## src/rtl/mips16_dbg_pkg.sv

```systemverilog
// Debug/run-control definitions shared by the MIPS16 run sequencer.
// Holds the host command encodings, the sequencer state encoding and the
// default length of the core reset pulse.
package mips16_dbg_pkg;

  // Host command opcodes (cmd_op)
  localparam logic [2:0] OpNop      = 3'd0;
  localparam logic [2:0] OpRun      = 3'd1;
  localparam logic [2:0] OpHalt     = 3'd2;
  localparam logic [2:0] OpStep     = 3'd3;
  localparam logic [2:0] OpSetBp    = 3'd4;
  localparam logic [2:0] OpClrBp    = 3'd5;
  localparam logic [2:0] OpResetCpu = 3'd6;
  localparam logic [2:0] OpClrCnt   = 3'd7;

  typedef enum logic [1:0] {
    StHalt = 2'd0,
    StRun  = 2'd1,
    StStep = 2'd2,
    StCrst = 2'd3
  } run_state_e;

  localparam int unsigned CPU_RST_CYCLES = 2;

endpackage

```

## src/rtl/sat_counter.sv

```systemverilog
// Saturating up-counter with synchronous clear.
// Ports: clk/rst (sync, active-high), en (count), clr (wins over en),
// cnt (current value, sticks at all-ones).
module sat_counter #(
  parameter int unsigned Width = 16
) (
  input  logic             clk,
  input  logic             rst,
  input  logic             en,
  input  logic             clr,
  output logic [Width-1:0] cnt
);

  logic [Width-1:0] cnt_q;

  always_ff @(posedge clk) begin
    if (rst) begin
      cnt_q <= '0;
    end else if (clr) begin
      cnt_q <= '0;
    end else if (en && (cnt_q != '1)) begin
      cnt_q <= cnt_q + Width'(1);
    end
  end

  assign cnt = cnt_q;

endmodule

```

## src/rtl/mips16_run_ctrl.sv

```systemverilog
// Run/halt/step sequencer for the 16-bit single-cycle MIPS core.
// Ports: clk/rst (sync, active-high); host command port cmd_valid/cmd_ready/
// cmd_op/cmd_arg; pc from the core; cpu_en (core clock-enable) and cpu_rst
// (core sync reset) to the core; state, sticky bp_hit and saturating
// cycle_cnt for debug visibility.
module mips16_run_ctrl import mips16_dbg_pkg::*; #(
  parameter int unsigned PC_W       = 16,
  parameter int unsigned CNT_W      = 16,
  parameter int unsigned RST_CYCLES = CPU_RST_CYCLES
) (
  input  logic             clk,
  input  logic             rst,
  input  logic             cmd_valid,
  output logic             cmd_ready,
  input  logic [2:0]       cmd_op,
  input  logic [PC_W-1:0]  cmd_arg,
  input  logic [PC_W-1:0]  pc,
  output logic             cpu_en,
  output logic             cpu_rst,
  output logic [1:0]       state,
  output logic             bp_hit,
  output logic [CNT_W-1:0] cycle_cnt
);

  localparam int unsigned RcW = (RST_CYCLES > 1) ? $clog2(RST_CYCLES) : 1;
  // CRST counts down from RST_CYCLES-1 to 0, giving RST_CYCLES cycles
  localparam logic [RcW-1:0] RcLoad = RcW'(RST_CYCLES - 1);

  run_state_e       state_q, state_d;
  logic             bp_en_q, bp_en_d;
  logic [PC_W-1:0]  bp_addr_q, bp_addr_d;
  logic             bp_hit_q, bp_hit_d;
  logic             resume_q, resume_d;
  logic [PC_W-1:0]  step_rem_q, step_rem_d;
  logic [RcW-1:0]   rst_cnt_q, rst_cnt_d;
  logic             accept;
  logic             bp_match;
  logic             cnt_clr;

  always_comb begin
    accept     = cmd_valid && (state_q != StCrst);
    // resume masks the match for the first RUN cycle so a halted core can
    // step off the breakpoint address
    bp_match   = bp_en_q && (pc == bp_addr_q) && !resume_q;
    state_d    = state_q;
    bp_en_d    = bp_en_q;
    bp_addr_d  = bp_addr_q;
    bp_hit_d   = bp_hit_q;
    resume_d   = resume_q;
    step_rem_d = step_rem_q;
    rst_cnt_d  = rst_cnt_q;
    cpu_en     = 1'b0;
    cpu_rst    = 1'b0;

    unique case (state_q)
      StHalt: begin
        if (accept && (cmd_op == OpRun)) begin
          state_d  = StRun;
          resume_d = 1'b1;
          bp_hit_d = 1'b0;
        end else if (accept && (cmd_op == OpStep)) begin
          state_d    = StStep;
          step_rem_d = (cmd_arg == '0) ? PC_W'(1) : cmd_arg;
          bp_hit_d   = 1'b0;
        end
      end
      StRun: begin
        cpu_en   = !bp_match;
        resume_d = 1'b0;
        if (bp_match) begin
          state_d  = StHalt;
          bp_hit_d = 1'b1;
        end else if (accept && (cmd_op == OpHalt)) begin
          state_d = StHalt;
        end
      end
      StStep: begin
        cpu_en     = 1'b1;
        step_rem_d = step_rem_q - PC_W'(1);
        if ((step_rem_q == PC_W'(1)) || (accept && (cmd_op == OpHalt))) begin
          state_d = StHalt;
        end
      end
      StCrst: begin
        cpu_rst = 1'b1;
        if (rst_cnt_q == '0) begin
          state_d = StHalt;
        end else begin
          rst_cnt_d = rst_cnt_q - RcW'(1);
        end
      end
      default: state_d = StHalt;
    endcase

    // Housekeeping commands apply in any non-CRST state; evaluated after the
    // state logic so CLR_BP and RESET_CPU win over a same-cycle bp_hit set.
    if (accept) begin
      case (cmd_op)
        OpSetBp: begin
          bp_addr_d = cmd_arg;
          bp_en_d   = 1'b1;
        end
        OpClrBp: begin
          bp_en_d  = 1'b0;
          bp_hit_d = 1'b0;
        end
        OpResetCpu: begin
          state_d   = StCrst;
          rst_cnt_d = RcLoad;
          bp_hit_d  = 1'b0;
          resume_d  = 1'b0;
        end
        default: ;
      endcase
    end
  end

  always_ff @(posedge clk) begin
    if (rst) begin
      state_q    <= StHalt;
      bp_en_q    <= 1'b0;
      bp_addr_q  <= '0;
      bp_hit_q   <= 1'b0;
      resume_q   <= 1'b0;
      step_rem_q <= '0;
      rst_cnt_q  <= '0;
    end else begin
      state_q    <= state_d;
      bp_en_q    <= bp_en_d;
      bp_addr_q  <= bp_addr_d;
      bp_hit_q   <= bp_hit_d;
      resume_q   <= resume_d;
      step_rem_q <= step_rem_d;
      rst_cnt_q  <= rst_cnt_d;
    end
  end

  assign cnt_clr = accept && ((cmd_op == OpClrCnt) || (cmd_op == OpResetCpu));

  sat_counter #(
    .Width (CNT_W)
  ) u_cycle_cnt (
    .clk (clk),
    .rst (rst),
    .en  (cpu_en),
    .clr (cnt_clr),
    .cnt (cycle_cnt)
  );

  assign cmd_ready = (state_q != StCrst);
  assign state     = state_q;
  assign bp_hit    = bp_hit_q;

endmodule

```

## config.mk

```make
export PLATFORM = sky130hd
export DESIGN_NAME = mips16_run_ctrl
export DESIGN_NICKNAME = d
export VERILOG_FILES = /design/src/rtl/mips16_dbg_pkg.sv /design/src/rtl/sat_counter.sv /design/src/rtl/mips16_run_ctrl.sv
export SDC_FILE = /design/constraint.sdc
export NUM_CORES = 1
export LEC_CHECK = 0
export ABC_AREA = 1
export CELL_PAD_IN_SITES_DETAIL_PLACEMENT = 1
export CELL_PAD_IN_SITES_GLOBAL_PLACEMENT = 1
export CORE_MARGIN = 2
export CORE_UTILIZATION = 37
export CTS_BUF_LIST = sky130_fd_sc_hd__clkbuf_16
export CTS_CLUSTER_SIZE = 20
export DETAILED_ROUTE_END_ITERATION = 10
export GPL_TIMING_DRIVEN = 0
export PLACE_DENSITY_LB_ADDON = 0.05
export SLEW_MARGIN = 40
export SYNTH_ARGS = -nofsm -noshare
export SYNTH_HDL_FRONTEND = slang
export SYNTH_SLANG_ARGS = --single-unit
```

## constraint.sdc

```tcl
create_clock -name clk -period 1.95 [get_ports clk]
set_clock_uncertainty 0.15 [all_clocks]
set_input_delay 0.195 -clock clk [delete_from_list [all_inputs] [get_ports clk]]
set_output_delay 0.195 -clock clk [all_outputs]
set_load 0.1 [all_outputs]
```

-- Word level (Yosys, flattened, before mapping)
Index checks and enable logic that the tools add are counted.
- input bits: 38
- register bits: 54
- output and inout port bits: 22
- word-level logic and storage cells: 78
- $add $sub $neg: 3
- equality and inequality tests: 16
- reductions and logical operators: 21
- mux-type cells: 30
- operator list (operator ; number):
    $mux 16 ; 3
    $pmux 16 s2 ; 1
    $add 16x1->16 const B ; 1
    $eq 16x1->1 const B ; 1
    $eq 16x16->1 ; 1
    $logic_not 16->1 ; 1
    $mux 2 ; 8
    $ne 16x16->1 const B ; 1
    $sub 16x1->16 const B ; 1
    $mux 1 ; 13
    $eq 3x3->1 const B ; 4
    $logic_and 1x1->1 ; 8
    $pmux 1 s2 ; 4
    $pmux 2 s4 ; 1
    $eq 3x2->1 const B ; 2
    $ne 2x2->1 const B ; 3
    $eq 2x2->1 const B ; 2
    $reduce_and 2->1 ; 2
    $reduce_bool 2->1 ; 2
    $reduce_or 2->1 ; 2
    $eq 3x1->1 const B ; 1
    $reduce_and 3->1 ; 1
    $eq 2x1->1 const B ; 1
    $logic_not 1->1 ; 2
    other kinds (3) ; 4

-- Logic depth before layout (Yosys ltp)
- word-level depth: 8
- gate-level depth with buffers: 13

-- Hierarchy
Synthesis repeated with hierarchy kept, for this count alone.
- cell total of the unflattened synthesis: 529
- area total of the unflattened synthesis: 3407.0 µm²
- modules (own cells, without submodules) (module ; area an instance (µm²) ; instances ; sequential area each (µm²) ; cells an instance):
    mips16_run_ctrl ; 2402.3 ; 1 ; 760.7 ; 373
    sat_counter ; 1004.7 ; 1 ; 320.3 ; 156

-- Worst setup path before layout
No wires, ideal clock.
- path kind: reg-to-output
- start point: reg state_q[1] (netlist: state[1])
- end point: out cpu_en
- cell stages (with the launch flop): 6
- data required time: 1.605 ns
- slack: -2.722 ns
- arrival: 4.327 ns
- path through: dfxtp_1 inv_1 ha_1 clkbuf_1 clkbuf_1 a21boi_0
- longest elaborated chain between the ends: 2
- elaborated cells between the ends (all ways): 3
- those cells by class: eq/ne: 2; mux: 1
- RTL lines (item ; line ; RTL):
    from (decl) ; mips16_run_ctrl.sv:29 ; run_state_e state_q, state_d;
    from (signal assigned) ; mips16_run_ctrl.sv:120 ; state_q <= StHalt;
    from (signal assigned) ; mips16_run_ctrl.sv:128 ; state_q <= state_d;
    $eq 2x2->1 or $eq 2x1->1 (tied branches) ; mips16_run_ctrl.sv:55 ; unique case (state_q)
    $pmux 1 s2 * ; mips16_run_ctrl.sv:55 ;
    to (decl) ; mips16_run_ctrl.sv:18 ; output logic cpu_en,
Every way passes the cells marked *; elsewhere a longest branch is shown, timed or not.

-- Final worst setup path
- start point: reg state_q[0] (netlist: state[0])
- end point: out cpu_en
Same word-level chain as after synthesis.

==> impl_metrics.env <==
export IMPL_cts_tree="built"
export IMPL_seq_area_frac_synth=0.315
export IMPL_gr_total_overflow=0
export IMPL_synth_area_um2=3430
export IMPL_wl_per_cell_um=15.3
export IMPL_port_buffers=58
export IMPL_rsz0062_at_grt="true"
export IMPL_drc_errors=0
export IMPL_critical_path_max_fanout=10
export IMPL_cap_violations=0
export IMPL_r2r_cells=8
export IMPL_ys_ff_latch=54
export IMPL_clock_latency_ns=0.30
export IMPL_max_freq_mhz=505
export IMPL_maxSlewHeadroom=0.614
export IMPL_start_util=0.377
export IMPL_synth_top_area_share=0.315
export IMPL_die_height_um=100
export IMPL_synth_async_reset_ratio=0
export IMPL_dieArea_um2=10100
export IMPL_synthXorXnorAreaFrac=0.0511
export IMPL_p_per_area_nw_per_um2=590
export IMPL_synthMuxAreaShare=0
export IMPL_critPathArrivalTime_ns=1.63
export IMPL_tightestPinTransition_ns=0.580
export IMPL_synth_edf_count=0
export IMPL_rr_startpoint="state[0]"
export IMPL_start_kind="register"
export IMPL_rows=35
export IMPL_htreeDepth=2
export IMPL_synthCells=520
export IMPL_synth_simple_area_share=0.327
export IMPL_fin_crit_ns=1.98
export IMPL_hold_buffers=0
export IMPL_setup_viol=1
export IMPL_synthAdderAreaFrac=0.0255
export IMPL_antennaDiodeCount=0
export IMPL_postLayoutSetupSlackWorst_ns=-0.0293
export IMPL_placedCellCount=689
export IMPL_num_fill_cells=1218
export IMPL_worstReg2RegEnd="bp_addr_q[14]"
export IMPL_ys_dominant_reg_cell="dfxtp_1"
export IMPL_hpwl_um=7950
export IMPL_cp_data_required_time_ns=1.60
export IMPL_yosys_area_top_type="dfxtp_1"
export IMPL_clock_path_buffers=2
export IMPL_fin_total_pwr_mw=2.64
export IMPL_hp_class="in2reg"
export IMPL_drv_slew=0
export IMPL_wl_um=10800
export IMPL_peakVddDrop_mv=0.304
export IMPL_end_kind="output port"
export IMPL_power_leakage_nw=1.91
export IMPL_io_pins=60
export IMPL_r2r_setup_slack_ns=0.04
export IMPL_gp_congestion=0.905
export IMPL_syn2layout_area_growth_pct=30.7
export IMPL_yosysWarnings=0
export IMPL_final_antenna_net_count=0
export IMPL_slowest_stage="dfxtp_4"
export IMPL_ff_latch_area_um2=1100
export IMPL_hold_end="state[1]"
export IMPL_dr_first_iter_drc_count=128
export IMPL_numCtsBuffers=5
export IMPL_syn_nets=565
export IMPL_cts_sinks=54
export IMPL_antenna_found_initial=0
export IMPL_hold_depth=2
export IMPL_dpl_cell_area_um2=4120
export IMPL_yosysMostFrequentCell="nand2_1"
export IMPL_multiInputGateArea_um2=2050
export IMPL_synth_compound_area_frac=0.165
export IMPL_drive_gt1_frac=0.204
export IMPL_synth_avg_cell_area_um2=6.60
export IMPL_worstSetupPathType="reg2out"
export IMPL_path_cells="inv_2 -> ha_2 -> buf_6 -> inv_2 -> clkbuf_16 -> a21boi_4 -> buf_12"
export IMPL_drt_pass1_iterations=4
export IMPL_worst_hold_slack_ns=0.120
export IMPL_ys_types=38
export IMPL_grt_pass1_wl_um=17500
export IMPL_fin_util=0.492
export IMPL_clock_tree_root_cell="clkbuf_16"
export IMPL_routed_via_density=5.15
export IMPL_stdcell_area_um2=4480
export IMPL_synth_top_family_by_area="simple AND/OR/NAND/NOR gates"
export IMPL_stdcell_count=705
export IMPL_die_w_um=100
export IMPL_grt_max_degree=16
export IMPL_max_stage_delay_ns=0.37
export IMPL_yosys_top_cells_count="nand2_1 (107), inv_1 (73), nor2_1 (57)"
export IMPL_path_clk_slew_ns=0.07
export IMPL_post_route_period_util=1.02
export IMPL_violations="setup timing"
export IMPL_hold_start="rst"
export IMPL_grt_use_total=0.216
export IMPL_first_global_vias=3488
export IMPL_status="finished with violations"
export IMPL_synthTopCellsByArea="dfxtp_1 (32%), nand2_1 (12%), inv_1 (8.0%)"
export IMPL_place_ws_ns=-0.673
export IMPL_path_common_cell="inv_2"
export IMPL_num_vias=3632
export IMPL_core_area_um2=9110
export IMPL_fin_tns_setup_ns=-0.0293
export IMPL_final_nets=639
export IMPL_hold_viol=0
-- placed cells by master (no fill, tap or decap), types with 5 or more instances in the layout --
cell type          n
nand4_1           22
a21oi_2           11
inv_2              8
buf_4             11
nand3_1           16
nor4_1             8
o21ai_1           18
xor2_1             9
inv_1             69
dfxtp_2            5
xnor2_1           11
a21oi_1           40
clkdlybuf4s50_1   34
nand2_4            5
dfxtp_1           46
buf_2             22
o21ai_0           22
nand2_1          103
clkbuf_16          7
nor2_1            54
nand2_2           13
-- worst max-delay path: cells and delay by family (launching register included) --
family | cells | cell delay (ns)
flip-flops | 1 | 0.37
adder cells (fa/ha/maj) | 1 | 0.18
AO/OA/AOI/OAI | 1 | 0.18
buffers and inverters | 5 | 0.61
-- report_power, final --
| group | switching, mW | total, mW | internal (mW) |
|---|---|---|---|
| clock network | 0.415 | 0.881 | 0.466 |
| registers | 0.0303 | 1.16 | 1.13 |
| logic | 0.359 | 0.600 | 0.241 |
| total | 0.804 | 2.64 | 1.84 |
-- cell families after synthesis --
family                     after synthesis
buffers and inverters                   98
adders and majority gates                7
and+or+nand+nor                        239
DFF                                     54
xor gates and xnor gates                20
AOI/OAI and AO/OA                      102
-- area by class of cell --
class,count,area share
flip-flops and latches,54,0.245
inverters,78,0.0667
multi-input cells,368,0.457
well taps,111,0.0310
repair buffers,69,0.132
clock inverters,2,0.00251
plain buffers,18,0.0385
clock buffers,5,0.0279
-- flip-flops by register name, summed over array words and instances (netlist names) --
| signal | cells |
|---|---|
| bp_addr_q | 16 |
| bp_en_q | 1 |
| bp_hit | 1 |
| resume_q | 1 |
| rst_cnt_q | 1 |
| state | 2 |
| step_rem_q | 16 |
| u_cycle_cnt.cnt | 16 |
-- layer usage --
layer / global-route usage / wire length [µm] / part of all wire
met4: 0.0537 / 117 / 0.011
met2: 0.360 / 5100 / 0.47
met3: 0.0174 / 282 / 0.026
met1: 0.303 / 5310 / 0.49
met5: 0 / 0 / 0
-- how the worst max path moves through the flow --
stage	slack, ns	startpoint	to	depth (start not counted)
floorplan	-0.63	state[0]	bp_hit	9
global placement	-1.35	state[1]	cpu_en	6
detailed placement	-0.67	state[1]	cpu_en	6
CTS	-0.02	state[0]	cpu_en	7
global route	-0.08	state[0]	cpu_en	7
finish	-0.03	state[0]	cpu_en	7
-- timing repair --
item | in CTS | in global routing
cloned | 0 | 2
buffers inserted | 4 | 5
setup endpoints to repair | 24 | 34
pin swaps | 4 | 5
gates resized for setup | 21 | 29
(Power assumes the default switching activity.)
